$ cat config.mk
export PLATFORM = sky130hd
export DESIGN_NAME = cvp14_core
export DESIGN_NICKNAME = d
export VERILOG_FILES = /design/src/rtl/cvp14_pkg.sv /design/src/rtl/cvp14_alu.sv /design/src/rtl/cvp14_core.sv
export SDC_FILE = /design/constraint.sdc
export NUM_CORES = 1
export LEC_CHECK = 0
export CAP_MARGIN = 10
export CORE_ASPECT_RATIO = 0.9
export CORE_MARGIN = 1
export CORE_UTILIZATION = 55
export CTS_BUF_LIST = sky130_fd_sc_hd__clkbuf_4 sky130_fd_sc_hd__clkbuf_8
export DETAILED_ROUTE_END_ITERATION = 10
export MAX_ROUTING_LAYER = met4
export PLACE_DENSITY = 0.76
export SLEW_MARGIN = 5
export SYNTH_ARGS = -nofsm -noshare
export SYNTH_HDL_FRONTEND = slang
export SYNTH_HIERARCHICAL = 1
export SYNTH_SLANG_ARGS = --single-unit
$ cat constraint.sdc
create_clock -name Clk1 -period 5.5 [get_ports Clk1]
set_input_delay 1.1 -clock Clk1 [delete_from_list [all_inputs] [get_ports Clk1]]
set_output_delay 1.1 -clock Clk1 [all_outputs]
set_load 0.01 [all_outputs]
$ cat src/rtl/cvp14_pkg.sv
// cvp14_pkg: shared types and helpers for the CVP14 multicycle core.
// Holds the opcode and FSM state encodings, instruction field positions,
// the default reset PC and the sign-extension helpers used for immediates.
package cvp14_pkg;

    typedef enum logic [3:0] {
        OP_ADD  = 4'h0,
        OP_SUB  = 4'h1,
        OP_AND  = 4'h2,
        OP_OR   = 4'h3,
        OP_XOR  = 4'h4,
        OP_SLL  = 4'h5,
        OP_SRL  = 4'h6,
        OP_SRA  = 4'h7,
        OP_LLB  = 4'h8,
        OP_LHB  = 4'h9,
        OP_LD   = 4'hA,
        OP_ST   = 4'hB,
        OP_BZ   = 4'hC,
        OP_J    = 4'hD,
        OP_NOP  = 4'hE,
        OP_HALT = 4'hF
    } opcode_e;

    typedef enum logic [2:0] {
        S_FETCH  = 3'd0,
        S_DECODE = 3'd1,
        S_MEM_RD = 3'd2,
        S_LD_WB  = 3'd3,
        S_MEM_WR = 3'd4,
        S_HALT   = 3'd5
    } state_e;

    // Instruction field positions
    localparam int OP_MSB = 15;
    localparam int OP_LSB = 12;
    localparam int RD_MSB = 11;
    localparam int RD_LSB = 9;
    localparam int RS_MSB = 8;
    localparam int RS_LSB = 6;
    localparam int RT_MSB = 5;
    localparam int RT_LSB = 3;

    localparam logic [15:0] RESET_PC_DEFAULT = 16'h0000;

    function automatic logic [15:0] sext6(input logic [5:0] v);
        return {{10{v[5]}}, v};
    endfunction

    function automatic logic [15:0] sext8(input logic [7:0] v);
        return {{8{v[7]}}, v};
    endfunction

    function automatic logic [15:0] sext9(input logic [8:0] v);
        return {{7{v[8]}}, v};
    endfunction

    function automatic logic [15:0] sext12(input logic [11:0] v);
        return {{4{v[11]}}, v};
    endfunction

endpackage

$ cat src/rtl/cvp14_alu.sv
// cvp14_alu: combinational ALU for the register/shift opcodes (0..7).
// Optional build macro CVP14_SAT_EN: when defined, ADD/SUB saturate on
// signed overflow instead of wrapping; overflow is reported either way.
module cvp14_alu
    import cvp14_pkg::*;
(
    input  opcode_e     op_i,
    input  logic [15:0] a_i,
    input  logic [15:0] b_i,
    input  logic [3:0]  shamt_i,
    output logic [15:0] result_o,
    output logic        ovf_o
);

    logic [15:0] sum;
    logic [15:0] diff;
    logic        add_ovf;
    logic        sub_ovf;

    assign sum  = a_i + b_i;
    assign diff = a_i - b_i;
    // Overflow when operand signs make the true result unrepresentable
    assign add_ovf = (a_i[15] == b_i[15]) && (sum[15]  != a_i[15]);
    assign sub_ovf = (a_i[15] != b_i[15]) && (diff[15] != a_i[15]);

    // Result select; overflow is only meaningful for ADD/SUB
    always_comb begin
        result_o = 16'h0000;
        ovf_o    = 1'b0;
        case (op_i)
            OP_ADD: begin
                result_o = sum;
                ovf_o    = add_ovf;
            end
            OP_SUB: begin
                result_o = diff;
                ovf_o    = sub_ovf;
            end
            OP_AND:  result_o = a_i & b_i;
            OP_OR:   result_o = a_i | b_i;
            OP_XOR:  result_o = a_i ^ b_i;
            OP_SLL:  result_o = a_i << shamt_i;
            OP_SRL:  result_o = a_i >> shamt_i;
            OP_SRA:  result_o = 16'($signed(a_i) >>> shamt_i);
            default: result_o = 16'h0000;
        endcase
`ifdef CVP14_SAT_EN
        // On overflow the sign of a_i gives the direction of the true result
        if (ovf_o) begin
            result_o = a_i[15] ? 16'h8000 : 16'h7FFF;
        end
`endif
    end

endmodule

$ cat src/rtl/cvp14_core.sv
// cvp14_core: 16-bit multicycle CVP14 core on a shared single-port RAM bus.
// FETCH reads the instruction; DECODE executes directly from DataIn; loads
// and stores take extra MEM_RD/LD_WB or MEM_WR cycles. V is sticky.
// Build option CVP14_SAT_EN (inside cvp14_alu) saturates ADD/SUB.
module cvp14_core
    import cvp14_pkg::*;
#(
    parameter logic [15:0] RESET_PC = RESET_PC_DEFAULT
) (
    input  logic        Clk1,
    input  logic        Reset,
    input  logic [15:0] DataIn,
    output logic [15:0] Addr,
    output logic        RD,
    output logic        WR,
    output logic        V,
    output logic [15:0] dataOut
);

    state_e      state_q, state_d;
    logic [15:0] pc_q, pc_d;
    logic [15:0] ir_q, ir_d;
    logic [15:0] ea_q, ea_d;
    logic        v_q, v_d;
    logic [15:0] rf_q [8];

    logic        rf_we;
    logic [2:0]  rf_waddr;
    logic [15:0] rf_wdata;

    logic [15:0] bus_addr;
    logic        bus_rd;
    logic        bus_wr;
    logic [15:0] bus_dout;

    // Decode fields come straight off the bus during DECODE
    opcode_e     dec_op;
    logic [2:0]  dec_rd, dec_rs, dec_rt, ir_rd;
    logic [15:0] dec_rd_val, rs_val, rt_val, ir_rd_val;
    logic [15:0] pc_inc;
    logic [15:0] alu_result;
    logic        alu_ovf;
    logic        unused_ir;

    assign dec_op = opcode_e'(DataIn[OP_MSB:OP_LSB]);
    assign dec_rd = DataIn[RD_MSB:RD_LSB];
    assign dec_rs = DataIn[RS_MSB:RS_LSB];
    assign dec_rt = DataIn[RT_MSB:RT_LSB];
    assign ir_rd  = ir_q[RD_MSB:RD_LSB];

    // R0 always reads as zero, including as store data or branch test
    assign dec_rd_val = (dec_rd == 3'd0) ? 16'h0000 : rf_q[dec_rd];
    assign rs_val     = (dec_rs == 3'd0) ? 16'h0000 : rf_q[dec_rs];
    assign rt_val     = (dec_rt == 3'd0) ? 16'h0000 : rf_q[dec_rt];
    assign ir_rd_val  = (ir_rd  == 3'd0) ? 16'h0000 : rf_q[ir_rd];

    assign pc_inc    = pc_q + 16'd1;
    assign unused_ir = ^{ir_q[OP_MSB:OP_LSB], ir_q[RS_MSB:0]};

    cvp14_alu u_alu (
        .op_i     (dec_op),
        .a_i      (rs_val),
        .b_i      (rt_val),
        .shamt_i  (DataIn[3:0]),
        .result_o (alu_result),
        .ovf_o    (alu_ovf)
    );

    // Control registers; reset aborts whatever instruction is in flight
    always_ff @(posedge Clk1) begin
        if (Reset) begin
            state_q <= S_FETCH;
            pc_q    <= RESET_PC;
            ir_q    <= 16'h0000;
            ea_q    <= 16'h0000;
            v_q     <= 1'b0;
        end else begin
            state_q <= state_d;
            pc_q    <= pc_d;
            ir_q    <= ir_d;
            ea_q    <= ea_d;
            v_q     <= v_d;
        end
    end

    // Register file; writes to R0 are dropped
    always_ff @(posedge Clk1) begin
        if (Reset) begin
            for (int i = 0; i < 8; i++) begin
                rf_q[i] <= 16'h0000;
            end
        end else if (rf_we && (rf_waddr != 3'd0)) begin
            rf_q[rf_waddr] <= rf_wdata;
        end
    end

    // Next-state, execute and bus drive for each FSM state
    always_comb begin
        state_d  = state_q;
        pc_d     = pc_q;
        ir_d     = ir_q;
        ea_d     = ea_q;
        v_d      = v_q;
        rf_we    = 1'b0;
        rf_waddr = ir_rd;
        rf_wdata = 16'h0000;
        bus_addr = 16'h0000;
        bus_rd   = 1'b0;
        bus_wr   = 1'b0;
        bus_dout = 16'h0000;
        case (state_q)
            S_FETCH: begin
                bus_addr = pc_q;
                bus_rd   = 1'b1;
                state_d  = S_DECODE;
            end
            S_DECODE: begin
                ir_d    = DataIn;
                pc_d    = pc_inc;
                state_d = S_FETCH;
                case (dec_op)
                    OP_ADD, OP_SUB, OP_AND, OP_OR,
                    OP_XOR, OP_SLL, OP_SRL, OP_SRA: begin
                        rf_we    = 1'b1;
                        rf_waddr = dec_rd;
                        rf_wdata = alu_result;
                        v_d      = v_q | alu_ovf;
                    end
                    OP_LLB: begin
                        rf_we    = 1'b1;
                        rf_waddr = dec_rd;
                        rf_wdata = sext8(DataIn[7:0]);
                    end
                    OP_LHB: begin
                        rf_we    = 1'b1;
                        rf_waddr = dec_rd;
                        rf_wdata = {DataIn[7:0], dec_rd_val[7:0]};
                    end
                    OP_LD: begin
                        ea_d    = rs_val + sext6(DataIn[5:0]);
                        state_d = S_MEM_RD;
                    end
                    OP_ST: begin
                        ea_d    = rs_val + sext6(DataIn[5:0]);
                        state_d = S_MEM_WR;
                    end
                    OP_BZ: begin
                        if (dec_rd_val == 16'h0000) begin
                            pc_d = pc_inc + sext9(DataIn[8:0]);
                        end
                    end
                    OP_J:    pc_d = pc_inc + sext12(DataIn[11:0]);
                    OP_HALT: state_d = S_HALT;
                    default: ; // NOP
                endcase
            end
            S_MEM_RD: begin
                bus_addr = ea_q;
                bus_rd   = 1'b1;
                state_d  = S_LD_WB;
            end
            S_LD_WB: begin
                rf_we    = 1'b1;
                rf_waddr = ir_rd;
                rf_wdata = DataIn;
                state_d  = S_FETCH;
            end
            S_MEM_WR: begin
                bus_addr = ea_q;
                bus_dout = ir_rd_val;
                bus_wr   = 1'b1;
                state_d  = S_FETCH;
            end
            S_HALT:  state_d = S_HALT;
            default: state_d = S_FETCH;
        endcase
    end

    // Strobes are gated by Reset so an aborted store never reaches RAM
    assign Addr    = Reset ? 16'h0000 : bus_addr;
    assign RD      = bus_rd & ~Reset;
    assign WR      = bus_wr & ~Reset;
    assign dataOut = Reset ? 16'h0000 : bus_dout;
    assign V       = v_q;

endmodule

Yosys cells after proc, flatten, opt, wreduce, memory -nomap -nowiden
Memory sizes are Yosys's and may differ from the RTL's. A register that Yosys moved wholly into a read port is not among the register bits.
Index checks and enable logic that the tools add are counted.
{"block": "totals", "ff_bits": 48, "ram_bits": 128, "input_bits": 18, "output_inout_bits": 35, "n_memories": 1}
{"block": "classes", "n_addsub": 6, "n_eq_ne": 23, "n_shift": 3, "muxes": 32, "n_bitwise": 7, "reduce_logical": 19}
{"name": "rf_q", "words": 8, "word_bits": 16, "read_ports": 4, "rd_clocked_by_memory_dff": 1, "write_ports": 8, "line": "cvp14_core.sv:25", "text": "logic [15:0] rf_q [8];"}
{"operator": "16-bit two-way mux", "n": 9}
{"operator": "16-bit one-hot mux with 8 select lines", "n": 1}
{"operator": "16-bit one-hot mux with 2 select lines", "n": 3}
{"operator": "16-bit adder", "n": 4}
{"operator": "16-bit one-hot mux with 3 select lines", "n": 1}
{"operator": "4-bit == test, second input constant", "n": 7}
{"operator": "16-bit by 1-bit adder with 16-bit output, second input constant", "n": 1}
{"operator": "16-bit AND", "n": 1}
{"operator": "4-bit by 3-bit == test with 1-bit output, second input constant", "n": 4}
{"operator": "16-bit zero test", "n": 1}
{"operator": "16-bit OR", "n": 1}
{"operator": "16-bit OR reduction", "n": 1}
{"operator": "16-bit by 4-bit left shift with 16-bit output", "n": 1}
{"operator": "16-bit by 4-bit right shift with 16-bit output", "n": 1}
{"operator": "16-bit by 4-bit >>> shifter with 16-bit output", "n": 1}
{"operator": "16-bit subtractor", "n": 1}
{"operator": "16-bit bitwise XOR", "n": 1}
{"operator": "3-bit zero test", "n": 5}
{"operator": "3-bit two-way mux", "n": 5}
{"operator": "3-bit one-hot mux with 4 select lines", "n": 1}
{"operator": "10-bit OR reduction", "n": 1}
{"operator": "1-bit two-way mux", "n": 9}
{"operator": "3-bit one-hot mux with 3 select lines", "n": 1}
{"operator": "4-bit by 2-bit == test with 1-bit output, second input constant", "n": 2}
{"operator": "other kinds (16)", "n": 27}

Longest topological paths before layout
Gate-level depths: netlist (run 1).
{"block": "depth", "ltp_word": 11, "ltp_mapped": 21}

Cells and area by module
Netlist (run 1), hierarchy kept.
{"module": "cvp14_core", "instances": 1, "cells_per_inst": 1194, "area_per_inst_um2": 12039.0, "seq_area_each_um2": 4684.5}
{"module": "cvp14_alu", "instances": 1, "cells_per_inst": 585, "area_per_inst_um2": 4199.0, "seq_area_each_um2": 0.0}

Least setup slack after synthesis (run 1)
No wires, ideal clock.
{"block": "synth_timing", "path_kind": "in2reg", "start": "input port DataIn[6]", "end": "memory rf_q[1][9], data pin", "arrival_ns": 5.477, "required_ns": 5.231, "setup_slack_ns": -0.246, "path_stages": 19, "cell_sequence": "clkbuf_1 -> buf_1 -> clkbuf_1 -> mux2_2 -> a22oi_1 -> o21ai_0 -> inv_1 -> ha_1 -> buf_4 -> nor3_1 -> o311a_1 -> o31a_1 -> or3_1 -> xnor2_1 -> a211o_1 -> nand2_1 -> a31oi_1 -> a21oi_1 -> nor2_1"}
{"item": "from (decl)", "line": "cvp14_core.sv:12", "text": "input logic [15:0] DataIn,"}
{"item": "to (decl)", "line": "cvp14_core.sv:25"}

==> impl_metrics.csv, run 1 <==
group,metric,value,unit
clocking,cts.clk_slew.worst_paths,100,ps
critical_path,crit_top_cell,"buf_4",
critical_path,crit_path_end_kind,"register",
critical_path,rr_worst_depth,17,
sta,hold_viol,0,
placement,place_hpwl,44.7,mm
yosys,synthTopCellsByArea,"edfxtp_1, mux4_2, ha_1",
yosys,ys_top_cells_by_count,"nor2_1, nand2_1, edfxtp_1, a21oi_1, mux4_2",
critical_path,cp_slowest_cell,"o21ai_0",
clocking,postCtsSetupBuffers,0,
layout,fin_nets,2023,
critical_path,r2r-start,"rf_q[7][0]",
routing,drc_errors,0,
clocking,cts_tree,"built",
sta,max-slew-margin-rel,15.4,%
pwr,p_leak,6.92,nW
yosys,synth_top_area_share,23.7,%
sta,fmax,191,MHz
flow_run,max_cap_violations,0,
layout,nFillCells,2440,
yosys,yosys.area.top_type,"edfxtp_1",
min_path,hold_depth,2,
clocking,clock_path_buffers,2,
routing,drt-initial-drc-count,2565,
sta,min_period_over_period,95.4,%
yosys,synth_async_sr_flop_share,0,%
clocking,ctsHoldBuffers,0,
layout,multiInputGateArea,0.0108,sq mm
critical_path,crit_family,"compound AO/OA/AOI/OAI gates",
critical_path,cp_data_arrival_time,5600,ps
die,start_util,56.1,%
run_status,status,"completed",
yosys,syn_avg_cell_area,9.13,sq um
critical_path,worstPathCellList,"buf_2 > buf_4 > buf_4 > mux2_2 > a221oi_1 > nor2_1 > inv_1 > ha_1 > a21oi_1 > nand3b_1 > a2111oi_0 > a21oi_1 > o221a_2 > o21ai_0 > a31oi_1 > buf_4 > nor2_1",
yosys,seq_area_frac_synth,28.8,%
pwr,power.total,3.97,mW
yosys,ys.warnings.count,6,
min_path,whs_endpoint,"ea_q[5]",
critical_path,required,5850,ps
sta,rsz0062_at_grt,"false",
critical_path,cp.buffers_inverters,5,
critical_path,worstPathMaxFanout,15,
global_routing,gr-usage-all-layers,40.7,%
pwr,max-vdd-ir-drop,302,uV
clocking,htree_num_levels,4,
clocking,ctsResizeCount,0,
pwr,powerDensity,214,mW/mm^2
critical_path,criticalPathCategory,"input port to register",
yosys,synth_edf_count,128,
yosys,synthesis.area,0.0162,sq mm
layout,antenna_cells,0,
critical_path,regToRegSetupSlack,810,ps
clocking,cts_made_buffers,17,
clocking,cts.sinks,170,
die,core,0.0289,sq mm
die,fp-row-count,59,
sta,drv_slew,0,
placement,port_buffers,52,
global_routing,overflow,0,
clocking,clock_latency,520,ps
routing,drt_wl_total,59.6,mm
die,die_w,183,um
layout,fin_cells,2323,
layout,syn2layout_area_growth,14.2,%
routing,routedWlPerCell,25.7,um
placement,dp_cells,2291,
yosys,yosysMostFrequentCell,"nor2_1",
clocking,cts_root_buf,"clkbuf_8",
sta,tightest_slew,1270,ps
routing,antenna_left,0,
sta,clock_skew,25.4,ps
critical_path,worstReg2RegEnd,"rf_q[2][12]",
die,die_area,0.0302,sq mm
placement,gp_congestion,1.03,
yosys,ys_ff_latch,170,
layout,drive_gt1_share,19.0,%
sta,setup_viol,0,
sta,period_minus_slack,5250,ps
global_routing,antenna_found_initial,0,
die,io_pins,53,
routing,dr.pass1.iters,6,
global_routing,grt_pass1_wl,89.6,mm
min_path,hp-class,"register to register",
routing,routed_via_density,6.92,
sta,finalHoldWorstSlack,466,ps
die,die_y,165,um
critical_path,cp_slowest_stage_delay,510,ps
routing,num_vias,16100,
critical_path,cp-start-kind,"input port",
layout,regArea,0.00469,sq mm
yosys,synth_cells,1779,
yosys,synth_cell_type_count,94,
yosys,synth_flop_cell,"edfxtp_1",
global_routing,grt_max_degree,55,
global_routing,grt_pass1_vias,14900,
min_path,worstHoldStart,"ea_q[5]",
through the flow:
| step | area (sq um) | setup slack [ps] | util [%] | TNS (ps) |
|---|---|---|---|---|
| after floorplan | 16300 | 143 | - | 0 |
| after global placement | 18100 | -115 | 62.5 | -788 |
| after detailed placement | 18100 | -51.4 | 62.5 | -215 |
| after CTS | 18500 | 462 | 64.1 | 0 |
| after global routing | 18500 | 99.0 | 64.1 | 0 |
| final | 18500 | 251 | 64.1 | 0 |
worst max-delay path by stage:
stage                         start     endpoint  cells after the start
after floorplan           DataIn[6]   rf_q[1][9]                     19
after global placement    DataIn[4]  rf_q[4][15]                     17
after detailed placement  DataIn[6]  rf_q[3][15]                     20
after CTS                 DataIn[6]  rf_q[3][15]                     19
after global routing      DataIn[4]  rf_q[5][15]                     17
final                     DataIn[4]  rf_q[3][15]                     17
layout by cell type (no fill, tap or decap), types with 25 or more instances in the layout:
cell type          n
nor2_1           283
buf_4            170
dfxtp_1           40
mux4_2            93
a21oi_1           98
edfxtp_1         128
ha_1              87
nor3_1            37
mux2i_1           55
a221oi_1          26
mux2_2            31
inv_1             69
nand2_1          149
xnor2_1           35
o21ai_0           70
a22oi_1           49
nand3_1           36
a211oi_1          25
clkdlybuf4s50_1   44
a31oi_1           28
flip-flops by register name, summed over array words and instances, names as in the netlist, named ones only:
signal   count
V            1
ea_q        16
ir_q         3
pc_q        16
rf_q       128
state_q      3
routing by layer:
metal  vias up  global-route usage [%]  routed length [um]
li1       7026                       -                   -
met1      7712                    56.8               24100
met2      1197                    59.1               26000
met3       132                    9.28                8030
met4         0                    11.9                1450
met5         -                       -                   0
layout make-up:
type / count / share of cell area [%]
flip-flops and latches: 170 / 25.3
inverters: 71 / 1.44
clock inverters: 15 / 1.17
repair buffers: 225 / 9.80
multi-input cells: 1429 / 58.4
clock buffers: 17 / 1.26
well taps: 396 / 2.67
where the power goes:
part	total (mW)	switching, mW	internal, mW
sequential	1.53	0.0919	1.43
combinational	1.44	0.829	0.612
clock	1.00	0.627	0.372
total	3.97	1.55	2.42
worst register-to-register path, cell delays in order, from the launching register on:
cell      delay [ps]
edfxtp_1         480
mux4_2           490
nand2_1           70
o21ai_0          150
inv_1            120
ha_1             180
inv_1             60
fa_1             400
nor2b_1          170
o21ai_0          250
a31oi_1          310
a211oi_1         570
and3_1           260
o311ai_1         100
nand2_1           90
a31oi_1           70
a21oi_1          580
nor2_1            90
cell families after synthesis:
group	Yosys count	synth area share (%)
DFF	170	28.8
adders and majority gates	91	7.20
AOI/OAI and AO/OA	463	19.6
muxes	180	18.6
xor gates and xnor gates	49	2.81
and+or+nand+nor	630	17.9
buffers and inverters	195	4.95
other	1	0.0231
Power figures use the tool's default switching activity.
==> run 2: changes to the inputs <==
--- a/config.mk
+++ b/config.mk
@@ -12,7 +12,8 @@
 export CTS_BUF_LIST = sky130_fd_sc_hd__clkbuf_4 sky130_fd_sc_hd__clkbuf_8
 export DETAILED_ROUTE_END_ITERATION = 10
 export MAX_ROUTING_LAYER = met4
-export PLACE_DENSITY = 0.76
+export PLACE_DENSITY = 0.73
+export SKIP_CTS_REPAIR_TIMING = 1
 export SLEW_MARGIN = 5
 export SYNTH_ARGS = -nofsm -noshare
 export SYNTH_HDL_FRONTEND = slang
==> constraint.sdc (replaced) <==
create_clock -name Clk1 -period 5.7 [get_ports Clk1]
set_input_delay 1.14 -clock Clk1 [delete_from_list [all_inputs] [get_ports Clk1]]
set_output_delay 1.14 -clock Clk1 [all_outputs]
set_load 0.01 [all_outputs]
==> impl_metrics.csv, run 2 (same netlist as run 1, synthesis figures left out) <==
group,metric,value,unit
clocking,cts.sinks,170,
layout,layout_commonest_cell,"nor2_1",
clocking,cts.clk_slew.worst_paths,120,ps
critical_path,worstPathCellList,"clkdlybuf4s50_1 > buf_4 > a21oi_1 > a211oi_1 > a21oi_1 > inv_1 > buf_4 > inv_1 > fa_1 > nor2b_1 > o211ai_1 > a2111oi_0 > buf_4 > nand4b_1 > o311a_1 > a31oi_1 > nand2_1 > a31oi_1 > a21oi_1 > buf_4 > nor2_1",
routing,drc_errors,0,
clocking,cts_made_buffers,17,
min_path,hold_depth,2,
min_path,whs_endpoint,"ea_q[6]",
routing,top_layer_used,"met4",
layout,antenna_cells,0,
placement,dp_cells,2234,
critical_path,required,5960,ps
critical_path,cp-start-kind,"input port",
critical_path,r2r-start,"rf_q[7][0]",
die,fp-row-count,59,
sta,fin_tns_setup,0,ps
routing,drt-initial-drc-count,2095,
critical_path,rr_worst_depth,18,
placement,place_hpwl,43.1,mm
clocking,cts_root_buf,"clkbuf_8",
routing,routed_via_density,6.92,
layout,syn2layout_area_growth,11.7,%
global_routing,antenna_found_initial,0,
critical_path,cp_slowest_stage_delay,770,ps
global_routing,grt_pass1_wl,86.1,mm
routing,antenna_left,0,
routing,routedWlPerCell,25.5,um
routing,wl_met2,25.1,mm
layout,most-common-layout-cells,"nor2_1, nand2_1, edfxtp_1",
routing,wl_met1,24.1,mm
global_routing,gr-usage-all-layers,39.3,%
run_status,status,"completed",
routing,dr.pass1.iters,6,
critical_path,crit_path_end_kind,"register",
sta,setup_viol,0,
sta,fmax,188,MHz
clocking,clock_latency,510,ps
pwr,power.total,3.79,mW
sta,max-slew-margin-rel,14.1,%
routing,num_vias,15700,
sta,drv_slew,0,
layout,drive_gt1_share,16.5,%
die,start_util,56.1,%
layout,fin_nets,1966,
min_path,worstHoldStart,"ea_q[6]",
critical_path,cp_data_arrival_time,5570,ps
routing,wl_met3,7.38,mm
routing,drt_wl_total,57.8,mm
pwr,max-vdd-ir-drop,196,uV
critical_path,worstPathMaxFanout,10,
sta,clock_skew,24.4,ps
global_routing,grt_pass1_vias,14200,
critical_path,worstReg2RegEnd,"rf_q[7][12]",
placement,port_buffers,52,
flow_run,max_cap_violations,0,
critical_path,cp_slowest_cell,"a2111oi_0",
die,die_area,0.0302,sq mm
die,io_pins,53,
critical_path,crit_top_cell,"buf_4",
sta,period_minus_slack,5320,ps
min_path,hp-class,"register to register",
sta,min_period_over_period,93.3,%
global_routing,overflow,0,
pwr,p_leak,6.66,nW
critical_path,criticalPathCategory,"input port to register",
global_routing,grt_max_degree,55,
pwr,powerDensity,209,mW/mm^2
die,die_y,165,um
sta,hold_viol,0,
sta,rsz0062_at_grt,"false",
die,die_w,183,um
clocking,clock_path_buffers,2,
layout,largest-register,"rf_q",
critical_path,regToRegSetupSlack,1020,ps
layout,largest_register_ffs,128,
layout,top_regs,"rf_q: 128 flops, ea_q: 16 flops, pc_q: 16 flops",
die,core,0.0289,sq mm
placement,gp_congestion,1.02,
clocking,cts_tree,"built",
layout,fin_cells,2266,
sta,tightest_slew,1290,ps
clocking,htree_num_levels,4,
run 2: cell count changes in the layout (fill, tap and decap cells not counted), sizes merged:
cell	change
buf	-57
clkinv	-2
inv	+2
run 2: how the worst max path moves through the flow:
stage	start	end	cells after the start
2_1_floorplan	DataIn[6]	rf_q[1][9]	19
3_3_place_gp	DataIn[8]	rf_q[1][14]	21
3_5_place_dp	DataIn[8]	rf_q[3][14]	21
4_1_cts	DataIn[8]	rf_q[3][14]	21
5_1_grt	DataIn[8]	rf_q[5][14]	20
6_report	DataIn[8]	rf_q[3][14]	21
run 2: final cells by class:
class,count,area (sq um)
inverters,71,267
repair buffers,168,1410
well taps,396,495
multi-input cells,1429,10800
clock buffers,17,234
clock inverters,15,225
fillers,2471,10800
flip-flops and latches,170,4690
run 2: power breakdown:
part	switching (mW)	leakage, nW	internal, mW	total (mW)
clock	0.627	0.226	0.369	0.997
combinational	0.783	4.78	0.545	1.33
sequential	0.0842	1.66	1.38	1.47
run 2: per-stage QoR:
stage	util (%)	worst slack (ps)	instance area, sq um	hold slack (ps)
6_report	62.7	384	18100	471
5_1_grt	62.7	137	18100	498
4_1_cts	62.7	492	18100	473
3_5_place_dp	61.1	-42.7	17700	453
3_3_place_gp	61.1	-8.61	17700	446
2_1_floorplan	-	31.4	16300	432
run 2: critical path, delay by kind of cell:
| family | cells | cell delay (ps) |
|---|---|---|
| adders and majority gates | 1 | 460 |
| AOI/OAI and AO/OA | 9 | 1790 |
| buffers and inverters | 7 | 1700 |
| and+or+nand+nor | 4 | 470 |
run 2: per-layer routing:
metal  track usage [%]  up-vias
met5                 -        -
met4              9.92        0
met3              9.00      121
met2              57.2     1074
met1              55.1     7549
li1                  -     6935
==> run 3: changes to the inputs <==
--- a/config.mk
+++ b/config.mk
@@ -8,14 +8,12 @@
 export CAP_MARGIN = 10
 export CORE_ASPECT_RATIO = 0.9
 export CORE_MARGIN = 1
-export CORE_UTILIZATION = 55
+export CORE_UTILIZATION = 45
 export CTS_BUF_LIST = sky130_fd_sc_hd__clkbuf_4 sky130_fd_sc_hd__clkbuf_8
 export DETAILED_ROUTE_END_ITERATION = 10
 export MAX_ROUTING_LAYER = met4
-export PLACE_DENSITY = 0.73
 export SKIP_CTS_REPAIR_TIMING = 1
 export SLEW_MARGIN = 5
 export SYNTH_ARGS = -nofsm -noshare
 export SYNTH_HDL_FRONTEND = slang
-export SYNTH_HIERARCHICAL = 1
 export SYNTH_SLANG_ARGS = --single-unit
==> impl_metrics.csv, run 3 <==
group,metric,value,unit
run_status,status,"completed",
yosys,yosys.area.top_type,"edfxtp_1",
global_routing,antenna_found_initial,0,
die,die_y,188,um
layout,layout_commonest_cell,"nor2_1",
min_path,hold_depth,2,
critical_path,cp_slowest_cell,"clkdlybuf4s50_1",
routing,routedWlPerCell,29.3,um
global_routing,grt_pass1_vias,15800,
die,die_w,209,um
clocking,cts_made_buffers,17,
critical_path,crit_top_cell,"buf_4",
critical_path,worstPathMaxFanout,12,
clocking,cts.clk_slew.worst_paths,110,ps
layout,top_regs,"rf_q: 128 flops, ea_q: 16 flops, pc_q: 16 flops",
sta,period_minus_slack,5210,ps
pwr,p_sw,1.56,mW
sta,hold_viol,0,
routing,drt_wl_total,71.7,mm
critical_path,r2r-start,"rf_q[7][3]",
flow_run,max_cap_violations,0,
layout,fin_cells,2448,
yosys,yosysMostFrequentCell,"nor2_1",
critical_path,worstPathCellList,"clkdlybuf4s50_1 > buf_4 > mux4_2 > nand2_1 > o21a_1 > ha_1 > nor4_1 > a21boi_0 > o31a_1 > o21ai_1 > a221o_1 > a211oi_2 > buf_4 > nor3_1",
critical_path,cp-start-kind,"input port",
yosys,synth_flop_cell,"edfxtp_1",
clocking,clock_latency,540,ps
yosys,seq_area_frac_synth,27.1,%
global_routing,gr-usage-all-layers,38.0,%
yosys,ys_ff_latch,170,
layout,nFillCells,3576,
clocking,clock_path_buffers,2,
placement,port_buffers,52,
layout,antenna_cells,0,
yosys,ys.warnings.count,0,
routing,antenna_left,0,
critical_path,cp_slowest_stage_delay,740,ps
sta,fmax,192,MHz
sta,drv_slew,0,
yosys,synth_cells,1896,
yosys,syn_avg_cell_area,9.13,sq um
die,core,0.0376,sq mm
critical_path,critPathLaunch,"DataIn[4]",
yosys,ys_top_cells_by_count,"nor2_1, nand2_1, edfxtp_1, mux2i_1",
yosys,synthesis.area,0.0173,sq mm
pwr,pwr-share-clk,24.2,%
pwr,seqPwrFrac,38.2,%
pwr,p_sw_share,40.3,%
sta,tightest_slew,1100,ps
die,start_util,46.1,%
layout,design_area,0.0191,sq mm
routing,drc_errors,0,
critical_path,regToRegSetupSlack,1290,ps
clocking,cts.sinks,170,
clocking,cts_root_buf,"clkbuf_8",
sta,max-slew-margin-rel,26.6,%
layout,drive_gt1_share,15.6,%
placement,dpl_cell_area,0.0187,sq mm
yosys,synth_edf_count,128,
placement,pre_cts_ws,84.3,ps
die,fp-row-count,67,
layout,fin_nets,2058,
sta,fin_tns_setup,0,ps
routing,dr.pass1.iters,8,
critical_path,cp-endpoint,"rf_q[7][15]",
routing,drt-initial-drc-count,2059,
pwr,p_leak,7.16,nW
sta,min_period_over_period,91.5,%
yosys,synth_cell_type_count,87,
placement,dp_cells,2416,
sta,timing.final.ws_setup,485,ps
min_path,hp-class,"register to register",
pwr,comb_power_share,37.6,%
critical_path,worstReg2RegEnd,"rf_q[7][15]",
die,die_area,0.0392,sq mm
critical_path,criticalPathCategory,"input port to register",
layout,largest-register,"rf_q",
clocking,cts_tree,"built",
sta,clock_skew,22.1,ps
critical_path,rr_worst_depth,14,
pwr,powerDensity,202,mW/mm^2
global_routing,overflow,0,
critical_path,crit_path_end_kind,"register",
routing,num_vias,16700,
clocking,htree_num_levels,4,
placement,gp_congestion,1.05,
routing,routed_via_density,6.84,
global_routing,grt_pass1_wl,106,mm
sta,rsz0062_at_grt,"false",
yosys,synth_top_area_share,22.2,%
pwr,max-vdd-ir-drop,186,uV
critical_path,required,5980,ps
layout,syn2layout_area_growth,10.5,%
die,io_pins,53,
critical_path,cp_data_arrival_time,5490,ps
layout,largest_register_ffs,128,
pwr,p_int,2.30,mW
yosys,synthTopCellsByArea,"edfxtp_1, mux4_2, mux2i_1",
yosys,synth_async_sr_flop_share,0,%
global_routing,grt_max_degree,46,
placement,place_hpwl,55.6,mm
sta,setup_viol,0,
layout,most-common-layout-cells,"nor2_1, nand2_1, edfxtp_1",
==> run 3: cell types whose count changed after synthesis, sizes merged, moves of 12 or more <==
cell    delta
nor2      -62
mux2i     +57
nor3      +31
a22oi     -20
nor2b     +20
o21a      +19
nand2     +16
mux4      +14
o22ai     +13
nand2b    +12
nand3     +12
==> run 3: power groups by stage <==
stage               logic [mW]  clock network [mW]  registers (mW)
CTS                       1.42               0.950            1.47
finish                    1.45               0.936            1.48
detailed placement        1.41                   0            1.50
global route              1.55               0.984            1.48
floorplan                0.978                   0            1.45
global placement          1.41                   0            1.50
==> run 3: how the worst min path moves through the flow <==
stage / start / end
after CTS: ea_q[3] / ea_q[3]
final: ea_q[3] / ea_q[3]
after floorplan: ea_q[4] / ea_q[4]
after detailed placement: ea_q[1] / ea_q[1]
after global routing: ea_q[3] / ea_q[3]
after global placement: ea_q[3] / ea_q[3]
==> run 3: area by class of cell <==
type,instances,area [sq um],area share [%]
Tap cell,483,604,3.16
Clock inverter,15,176,0.923
Clock buffer,17,234,1.22
Multi-Input combinational cell,1530,11800,61.9
Sequential cell,170,4690,24.5
Inverter,72,270,1.41
Timing Repair Buffer,161,1320,6.90
==> run 3: metrics by stage <==
stage / utilization (%) / hold slack [ps] / power (mW)
3_5_place_dp: 49.8 / 470 / 2.91
5_1_grt: 50.9 / 515 / 4.01
2_1_floorplan: - / 432 / 2.43
6_report: 50.9 / 486 / 3.86
3_3_place_gp: 49.8 / 463 / 2.91
4_1_cts: 50.9 / 486 / 3.84
==> run 3: kinds of logic after synthesis <==
family / Yosys count / share of synthesized area (%)
AOI/OAI and AO/OA: 471 / 19.0
xor gates and xnor gates: 51 / 2.58
adders and majority gates: 89 / 6.59
buffers and inverters: 211 / 5.00
DFF: 170 / 27.1
muxes: 241 / 21.9
other: 1 / 0.0217
and+or+nand+nor: 662 / 17.8
==> run 3: per-layer routing <==
layer  routed length [um]  share of wire, %  vias to the layer above  global-route usage (%)
met3                 7220                10                      120                    6.85
met4                 2190               3.1                        0                    11.7
met1                30400                42                     8344                    52.6
li1                     -                 -                     7310                       -
met5                    0                 0                        -                       -
met2                31900                44                      974                    56.3
==> run 3: worst max-delay path, delay by kind of cell <==
family | cells | cell delay (ps)
adders and majority gates | 1 | 340
and+or+nand+nor | 3 | 500
AOI/OAI and AO/OA | 6 | 1870
buffers and inverters | 3 | 1290
muxes | 1 | 330
